**src/rtl/seq_mult_pkg.sv**
```systemverilog
// Shared definitions for the sequential shift-add multiplier: state encoding
// and the width helper used to size the step counter.
package seq_mult_pkg;

    typedef enum logic [1:0] {
        IDLE = 2'b00,
        RUN  = 2'b01,
        FIX  = 2'b10,
        DONE = 2'b11
    } state_t;

    // Number of bits needed to hold values 0..value-1 (ceil(log2(value))).
    function automatic int clog2(input int value);
        int result;
        result = 0;
        for (int i = 0; i < 31; i++) begin
            if ((1 << i) < value) begin
                result = i + 1;
            end
        end
        return result;
    endfunction

endpackage

```
**src/rtl/seq_mult_ripple_adder.sv**
```systemverilog
// Ripple-carry adder built from single-bit full adder cells. The multiplier
// uses it both for the per-step partial-product add and for the final
// two's-complement negation.
module full_adder (
    input  logic a,
    input  logic b,
    input  logic cin,
    output logic sum,
    output logic cout
);

    assign sum  = a ^ b ^ cin;
    assign cout = (a & b) | (a & cin) | (b & cin);

endmodule

module ripple_adder #(
    parameter int W = 4
) (
    input  logic [W-1:0] a,
    input  logic [W-1:0] b,
    input  logic         cin,
    output logic [W-1:0] sum,
    output logic         cout
);

    logic [W:0] carry;

    assign carry[0] = cin;

    for (genvar i = 0; i < W; i++) begin : g_bit
        full_adder u_fa (
            .a    (a[i]),
            .b    (b[i]),
            .cin  (carry[i]),
            .sum  (sum[i]),
            .cout (carry[i+1])
        );
    end

    assign cout = carry[W];

endmodule

```
**src/rtl/seq_mult.sv**
```systemverilog
// Radix-2 sequential shift-add multiplier with unsigned and two's-complement
// modes. Operands are accepted in IDLE, W add/shift steps run on magnitudes,
// one FIX cycle applies the sign, and the product is offered in DONE until
// the consumer takes it.
module seq_mult
    import seq_mult_pkg::*;
#(
    parameter int W = 4
) (
    input  logic           clk,
    input  logic           rst_n,
    input  logic           in_valid,
    output logic           in_ready,
    input  logic [W-1:0]   a,
    input  logic [W-1:0]   b,
    input  logic           signed_mode,
    output logic           out_valid,
    input  logic           out_ready,
    output logic [2*W-1:0] product,
    output logic           busy
);

    localparam int CNT_W = clog2(W + 1);
    localparam logic [CNT_W-1:0] LAST_STEP = CNT_W'(W - 1);

    state_t state;
    state_t state_nxt;

    logic [W-1:0]     mcand;
    logic [W-1:0]     mplier;
    logic [2*W-1:0]   acc;
    logic [CNT_W-1:0] cnt;
    logic             neg;

    logic             accept;
    logic [W-1:0]     a_mag;
    logic [W-1:0]     b_mag;

    logic [W-1:0]     step_addend;
    logic [W-1:0]     step_sum;
    logic             step_carry;

    logic [2*W-1:0]   acc_inv;
    logic [2*W-1:0]   neg_sum;
    logic             neg_carry_unused;

    assign accept = in_valid && in_ready;

    // The most negative operand maps to 2^(W-1), which still fits in W
    // unsigned bits, so the magnitude path never overflows.
    assign a_mag = (signed_mode && a[W-1]) ? (~a + 1'b1) : a;
    assign b_mag = (signed_mode && b[W-1]) ? (~b + 1'b1) : b;

    assign step_addend = mplier[0] ? mcand : '0;

    ripple_adder #(.W(W)) u_step_adder (
        .a    (acc[2*W-1:W]),
        .b    (step_addend),
        .cin  (1'b0),
        .sum  (step_sum),
        .cout (step_carry)
    );

    // Negation as ~acc + 1; the carry out is dropped so that -0 wraps to 0.
    assign acc_inv = ~acc;

    ripple_adder #(.W(2*W)) u_neg_adder (
        .a    (acc_inv),
        .b    ('0),
        .cin  (1'b1),
        .sum  (neg_sum),
        .cout (neg_carry_unused)
    );

    // State register; reset aborts any operation in flight.
    always_ff @(posedge clk or negedge rst_n) begin
        if (!rst_n) begin
            state <= IDLE;
        end else begin
            state <= state_nxt;
        end
    end

    // Next-state logic: accept, W steps, one sign-fix cycle, then hold.
    always_comb begin
        state_nxt = state;
        case (state)
            IDLE: if (accept)             state_nxt = RUN;
            RUN:  if (cnt == LAST_STEP)   state_nxt = FIX;
            FIX:                          state_nxt = DONE;
            DONE: if (out_ready)          state_nxt = IDLE;
            default:                      state_nxt = IDLE;
        endcase
    end

    // Handshake and status outputs depend only on the current state.
    always_comb begin
        in_ready  = (state == IDLE);
        out_valid = (state == DONE);
        busy      = (state == RUN) || (state == FIX);
    end

    // Datapath: operand capture, shift-add steps and the final sign fix.
    always_ff @(posedge clk or negedge rst_n) begin
        if (!rst_n) begin
            mcand   <= '0;
            mplier  <= '0;
            acc     <= '0;
            cnt     <= '0;
            neg     <= 1'b0;
            product <= '0;
        end else begin
            case (state)
                IDLE: begin
                    if (accept) begin
                        mcand  <= a_mag;
                        mplier <= b_mag;
                        neg    <= signed_mode & (a[W-1] ^ b[W-1]);
                        acc    <= '0;
                        cnt    <= '0;
                    end
                end
                RUN: begin
                    acc    <= {step_carry, step_sum, acc[W-1:1]};
                    mplier <= {acc[0], mplier[W-1:1]};
                    cnt    <= cnt + CNT_W'(1);
                end
                FIX: begin
                    product <= neg ? neg_sum : acc;
                end
                default: begin
                end
            endcase
        end
    end

endmodule

```
**config.mk**
```make
export PLATFORM = sky130hd
export DESIGN_NAME = seq_mult
export DESIGN_NICKNAME = d
export VERILOG_FILES = /design/src/rtl/seq_mult_pkg.sv /design/src/rtl/seq_mult_ripple_adder.sv /design/src/rtl/seq_mult.sv
export SDC_FILE = /design/constraint.sdc
export NUM_CORES = 1
export LEC_CHECK = 0
export CAP_MARGIN = 30
export CORE_AREA = 2 2 63 88
export CTS_BUF_LIST = sky130_fd_sc_hd__clkbuf_8
export CTS_CLUSTER_DIAMETER = 40
export CTS_CLUSTER_SIZE = 28
export DETAILED_ROUTE_END_ITERATION = 10
export DIE_AREA = 0 0 65 90
export MAX_ROUTING_LAYER = met4
export PLACE_DENSITY_LB_ADDON = 0.12
export REMOVE_ABC_BUFFERS = 1
export SYNTH_ARGS = -nofsm -noshare
export SYNTH_HDL_FRONTEND = slang
export SYNTH_SLANG_ARGS = --single-unit
```
**constraint.sdc**
```tcl
create_clock -name clk -period 6.05 [get_ports clk]
set_clock_uncertainty 0.1 [all_clocks]
set_input_delay 0.605 -clock clk [delete_from_list [all_inputs] [get_ports clk]]
set_output_delay 0.605 -clock clk [all_outputs]
set_load 0.005 [all_outputs]
```
==> qor.yml, run 1 <==
run_status:
  status: "complete, no violations"
detailed_routing:
  firstDrtPassIters: 4
  initialDrtViolationCount: 34
  vias: 1213
  wl_microns: 3480
  antenna_violating_nets_post_route: 0
  viasPerCell: 4.81
  drc_errors: 0
  wire_per_inst_microns: 13.8
power_and_ir_drop:
  seq_power_share_pct: 34.1
  p_sw_share_pct: 38.0
  power_density_nw_per_um2: 506
  p_leak_uw: 0.000920
  power.switching_uw: 400
  p_comb_share_pct: 49.9
  p_int_uw: 652
  peakVddDrop_mv: 0.155
  pwr-share-clk_pct: 16.0
critical_path:
  cpPeakStageDelay_ns: 0.57
  startpoint_type: "register"
  crit_arrival_ns: 1.71
  r2r_start: "mplier[0]$_DFFE_PN0P_"
  path_cells: "inv_1 -> ha_1 -> clkdlybuf4s50_1"
  required_ns: 5.34
  path_class: "register to primary output"
  startpoint: "state[0]$_DFFE_PN0P_"
  cp-end-kind: "primary output"
  critPathSlowestCell: "clkdlybuf4s50_1"
  crit_path_max_fanout: 9
logic_synthesis:
  yosysSeqAreaShare_pct: 43.8
  synth_seq_cells: 30
  synth.avg_cell_area_sq_um: 10.6
  synth_area_sq_um: 1710
  synth_cell_types: 33
  synthCells: 161
  yosys_warnings: 0
die:
  rows: 31
  core_sq_um: 5080
  die_w_microns: 65
  io_pins: 24
  initial_core_util_pct: 33.7
  die_area_sq_um: 5850
  chipHeight_microns: 90
layout:
  layout_commonest_cell: "dfrtp_1"
  areaGrowthSynthToFinish_pct: 21.2
  final_util_pct: 40.9
  num_antenna_cells: 0
  drive_gt1_share_pct: 8.06
  mostFrequentLayoutCells: "dfrtp_1 (30), clkdlybuf4s50_1 (23), inv_1 (22)"
  fillers: 514
  layout.nets: 216
placement:
  hpwl_microns: 2640
  port_buffers: 23
  place.gp.congestion: 0.759
sta:
  max_slew_margin_pct: 62.5
  fin_crit_sh_pct: 39.9
  slew_viol_final: 0
  worst_pin_slew_ns: 0.563
  setup_viol: 0
  fmax_mhz: 414
  post-route-min-period_ns: 2.42
  rsz0062_at_grt: "no"
  hold_violations: 0
  final.setup.tns_ns: 0
clock_network:
  hold_buffers: 0
  clock-root-buffer: "clkbuf_8"
  cts_inserted_buffers: 5
  cts_max_level: 2
  cts_setup_buffers: 0
  insertion_delay_ns: 0.29
  clk_pin_slew_ns: 0.07
  cts_resized: 0
  tritoncts: "done"
  cts.sinks: 30
  clk_path_buf_depth: 2
worst_hold_path:
  hp-start: "mcand[0]$_DFFE_PN0P_"
  min_path_type: "register to register"
flow_run:
  drv_cap: 0
global_route:
  antenna_found_initial: 0
  grt_pass1_vias: 1266
  grt-ovfl-total: 0
  grt_pass1_wl_microns: 6150
  grt_max_degree: 31
  grtUsageTotal_pct: 14.1
state kept, by name, summed over array words and instances (netlist names):
register and count:
acc 8, cnt 3, mplier 4, product 8
state 2, mcand 4, neg 1
path summary, 6_finish.rpt:
| kind | endpoint | slack (ns) | cells after the start |
|---|---|---|---|
| worst max register to register | acc[6]$_DFFE_PN0P_ | 3.90 | 9 |
| max in group asynchronous | acc[3]$_DFFE_PN0P_ | 4.95 | 2 |
| worst max-delay path | in_ready | 3.63 | 3 |
| min in group asynchronous | state[0]$_DFFE_PN0P_ | 0.62 | 2 |
| worst min register to register | mcand[0]$_DFFE_PN0P_ | 0.38 | 2 |
| worst min-delay path | mcand[0]$_DFFE_PN0P_ | 0.38 | 2 |
cell usage after synthesis (all sizes together):
cell / count / area [sq um]
a21boi: 1 / 7.51
a21oi: 10 / 50.1
a221o: 1 / 10.0
a221oi: 1 / 26.3
a22o: 3 / 26.3
a311o: 1 / 10.0
and2: 2 / 12.5
buf: 4 / 36.3
clkbuf: 3 / 11.3
dfrtp: 30 / 751
fa: 3 / 60.1
ha: 15 / 188
inv: 21 / 78.8
mux2: 3 / 37.5
mux2i: 9 / 90.1
nand2: 12 / 45.0
nand2b: 2 / 20.0
nand3: 2 / 10.0
nand3b: 3 / 22.5
nor2: 11 / 41.3
nor2b: 2 / 20.0
o21ai: 6 / 30.0
o221a: 1 / 20.0
o22ai: 7 / 43.8
o31ai: 3 / 22.5
o32ai: 1 / 8.76
xnor2: 1 / 8.76
xor2: 3 / 26.3
worst max-delay path: cells and delay by family, from the launching register on:
kind	cells	cell delay, ns
buffers and inverters	2	0.67
DFF	1	0.40
adders and majority gates	1	0.36
cell type report:
type | count | area, sq um | area share [%]
clock inverters | 2 | 8.76 | 0.421
repair buffers | 24 | 238 | 11.4
inverters | 21 | 78.8 | 3.79
multi-input cells | 103 | 837 | 40.3
clock buffers | 6 | 82.6 | 3.97
well taps | 66 | 82.6 | 3.97
flip-flops and latches | 30 | 751 | 36.1
routing by layer:
layer	up-vias	part of all wire [%]	GRT usage [%]
met5	-	0	-
met4	0	2.2	6.38
met3	5	3.7	3.00
met2	25	51	23.2
met1	587	43	16.2
li1	596	-	-
stage by stage:
step	worst slack, ns	area (sq um)	cells	hold slack [ns]	power (uW)
2_1_floorplan	4.03	1670	154	0.209	697
3_3_place_gp	3.89	1990	244	0.362	886
3_5_place_dp	3.86	1990	244	0.373	898
4_1_cts	3.62	2080	252	0.388	1070
5_1_grt	3.54	2080	252	0.439	1150
6_report	3.63	2080	252	0.380	1050
power by group through the flow:
stage	Sequential [uW]	Combinational (uW)	Clock, uW
floorplan	349	347	0
global placement	360	525	0
detailed placement	365	533	0
CTS	361	537	172
global route	373	594	179
finish	358	525	169
cell families (layout without fill, tap and decap cells):
group | Yosys count | in the layout | share of synthesized area, %
adder cells (fa/ha/maj) | 18 | 18 | 14.5
XOR/XNOR | 4 | 4 | 2.04
AO/OA/AOI/OAI | 35 | 35 | 14.9
multiplexers | 12 | 12 | 7.45
flip-flops | 30 | 30 | 43.8
buffers and inverters | 28 | 53 | 7.37
AND/OR/NAND/NOR | 34 | 34 | 10.0
(Power assumes the default switching activity.)
==> inputs of run 2 (changes only) <==
==> constraint.sdc (replaced) <==
create_clock -name clk -period 2.35 [get_ports clk]
set_clock_uncertainty 0.1 [all_clocks]
set_input_delay 0.235 -clock clk [delete_from_list [all_inputs] [get_ports clk]]
set_output_delay 0.235 -clock clk [all_outputs]
set_load 0.005 [all_outputs]
==> run 2 against run 1 <==
Compared with the run above: total power rose to 2.8 times the previous value; critical path type is now register to register; via count down 3.2%; cell area is 2.8% higher; utilization increased by 1.2 points; combinational power rose to 2.6 times the previous value; global-route usage fell by 0.28 points; sequential power increased to 2.6 times the previous value; sequential share of layout area is 0.99 points lower; critical path depth grew 6; largest cell class unchanged.
==> qor.yml, run 2 (synthesis results as in run 1) <==
die:
  core_sq_um: 5080  # unchanged
  rows: 31  # unchanged
  die_area_sq_um: 5850  # unchanged
  chipHeight_microns: 90  # unchanged
  die_w_microns: 65  # unchanged
  io_pins: 24  # unchanged
  initial_core_util_pct: 33.7  # unchanged
placement:
  place.gp.congestion: 0.763  # +0.55%
  hpwl_microns: 2650  # +0.42%
  port_buffers: 23  # unchanged
critical_path:
  startpoint: "mplier[0]$_DFFE_PN0P_"
  crit_buf_inv: 3  # +1
  rr_worst_depth: 9  # unchanged
  crit_family: "adder cells"
  cp-end-kind: "register"
  critPathSlowestCell: "dfrtp_1"
  startpoint_type: "register"
  path_depth: 9  # +6
  r2r-end: "acc[6]$_DFFE_PN0P_"
  cpPeakStageDelay_ns: 0.43  # -0.14 ns
  path_cells: "and2_1 -> ha_1 -> inv_1 -> fa_1 -> inv_1 -> fa_1 -> inv_1 -> fa_1 -> o22ai_1"
  required_ns: 2.45  # -2.89 ns
  regToRegSetupSlack_ns: 0.19  # -3.71 ns
  path_class: "register to register"
  crit_arrival_ns: 2.26  # +0.55 ns
  r2r_start: "mplier[0]$_DFFE_PN0P_"
  cp-endpoint: "acc[6]$_DFFE_PN0P_"
  crit_path_max_fanout: 6  # -3
layout:
  fillers: 520  # +1.2%
  seqCellArea_sq_um: 751  # unchanged
  reg_top3: "acc (8), product (8)"
  multi_input_area_sq_um: 837  # unchanged
  areaGrowthSynthToFinish_pct: 24.7
  layout.nets: 217  # +0.46%
  drive_gt1_share_pct: 9.09  # +1.0 points
  layout_commonest_cell: "dfrtp_1"
  num_antenna_cells: 0  # unchanged
  mostFrequentLayoutCells: "dfrtp_1 (30), clkdlybuf4s50_1 (23), inv_1 (21)"
worst_hold_path:
  min_path_type: "primary input to asynchronous set/reset pin"
clock_network:
  cts_max_level: 2  # unchanged
  insertion_delay_ns: 0.28  # about the same
  tritoncts: "done"
  cts.sinks: 30  # unchanged
  clk_path_buf_depth: 2  # unchanged
  cts_inserted_buffers: 5  # unchanged
  clk_pin_slew_ns: 0.07  # about the same
  cts_setup_buffers: 0  # unchanged
  hold_buffers: 0  # unchanged
  cts_resized: 0  # unchanged
  clock-root-buffer: "clkbuf_8"
detailed_routing:
  wl_microns: 3390  # -2.7%
  firstDrtPassIters: 4  # unchanged
  initialDrtViolationCount: 38  # +12%
  viasPerCell: 4.64  # -3.6%
  wire_per_inst_microns: 13.4  # -3.1%
  drc_errors: 0  # unchanged
  antenna_violating_nets_post_route: 0  # unchanged
  vias: 1174  # -3.2%
sta:
  worst_pin_slew_ns: 0.399  # -0.165 ns
  final.setup.tns_ns: 0  # unchanged
  setup_viol: 0  # unchanged
  slew_viol_final: 0  # unchanged
  hold_violations: 0  # unchanged
  fin_crit_sh_pct: 92.0
  holdWs_ns: 0.247  # -0.134 ns
  post-route-min-period_ns: 2.16
  fmax_mhz: 462
  max_slew_margin_pct: 72.7  # +10 points
  rsz0062_at_grt: "no"
power_and_ir_drop:
  peakVddDrop_mv: 0.354  # +130%
  p_leak_uw: 0.000944  # +2.6%
  power_density_nw_per_um2: 1370  # +170%
run_status:
  status: "complete, no violations"
global_route:
  antenna_found_initial: 0  # unchanged
  grt-ovfl-total: 0  # unchanged
  grt_max_degree: 31  # unchanged
  grt_pass1_vias: 1290  # +1.9%
  grtUsageTotal_pct: 13.8  # -0.28 points
  grt_pass1_wl_microns: 6090  # -0.89%
flow_run:
  drv_cap: 0  # unchanged
-- run 2: area by class of cell --
| type | count | share of cell area [%] |
|---|---|---|
| Clock buffer | 6 | 3.86 |
| Clock inverter | 2 | 2.81 |
| Inverter | 21 | 3.69 |
| Multi-Input combinational cell | 103 | 39.2 |
| Sequential cell | 30 | 35.1 |
| Tap cell | 66 | 3.86 |
| Timing Repair Buffer | 25 | 11.5 |
-- run 2: layer usage --
metal | part of all wire, % | GRT usage, % | wire length, microns
met3 | 3.1 | 3.38 | 104
met4 | 1.5 | 4.79 | 51
met1 | 43 | 15.5 | 1450
met5 | 0 | - | 0
met2 | 53 | 23.5 | 1790
-- run 2: how the worst min path moves through the flow --
stage	slack, ns	endpoint	cells after the start	startpoint
finish	0.25	cnt[2]$_DFFE_PN0P_	2	rst_n
global route	0.27	product[7]$_DFFE_PN0P_	2	rst_n
CTS	0.27	mcand[3]$_DFFE_PN0P_	2	rst_n
detailed placement	0.38	mcand[1]$_DFFE_PN0P_	2	mcand[1]$_DFFE_PN0P_
global placement	0.36	mcand[2]$_DFFE_PN0P_	2	mcand[2]$_DFFE_PN0P_
floorplan	-0.16	acc[0]$_DFFE_PN0P_	0	rst_n
-- run 2: per-stage QoR --
step	instances	cell area (sq um)	power (uW)	worst slack (ns)	util, %
floorplan	154	1670	1790	0.325	-
global placement	245	1990	2290	0.227	39.3
detailed placement	245	1990	2320	0.169	39.3
CTS	253	2140	2980	0.161	42.1
global route	253	2140	3210	0.0569	42.1
finish	253	2140	2930	0.188	42.1
-- run 2: report_power, final --
group          total (uW)  switching [uW]  internal, uW
Clock                 656             204           452
Combinational        1350             648           705
Sequential            920             170           750
Total                2930            1020          1910
==> inputs of run 3 (changes only) <==
--- a/config.mk
+++ b/config.mk
@@ -5,9 +5,9 @@
 export SDC_FILE = /design/constraint.sdc
 export NUM_CORES = 1
 export LEC_CHECK = 0
+export ABC_CLOCK_PERIOD_IN_PS = 2350
 export CAP_MARGIN = 30
 export CORE_AREA = 2 2 63 88
-export CTS_BUF_LIST = sky130_fd_sc_hd__clkbuf_8
 export CTS_CLUSTER_DIAMETER = 40
 export CTS_CLUSTER_SIZE = 28
 export DETAILED_ROUTE_END_ITERATION = 10
@@ -15,6 +15,7 @@
 export MAX_ROUTING_LAYER = met4
 export PLACE_DENSITY_LB_ADDON = 0.12
 export REMOVE_ABC_BUFFERS = 1
+export SLEW_MARGIN = 20
 export SYNTH_ARGS = -nofsm -noshare
 export SYNTH_HDL_FRONTEND = slang
 export SYNTH_SLANG_ARGS = --single-unit
==> results of run 3 <==
Same layout as run 2: the final DEF is identical, and so are final timing and power.
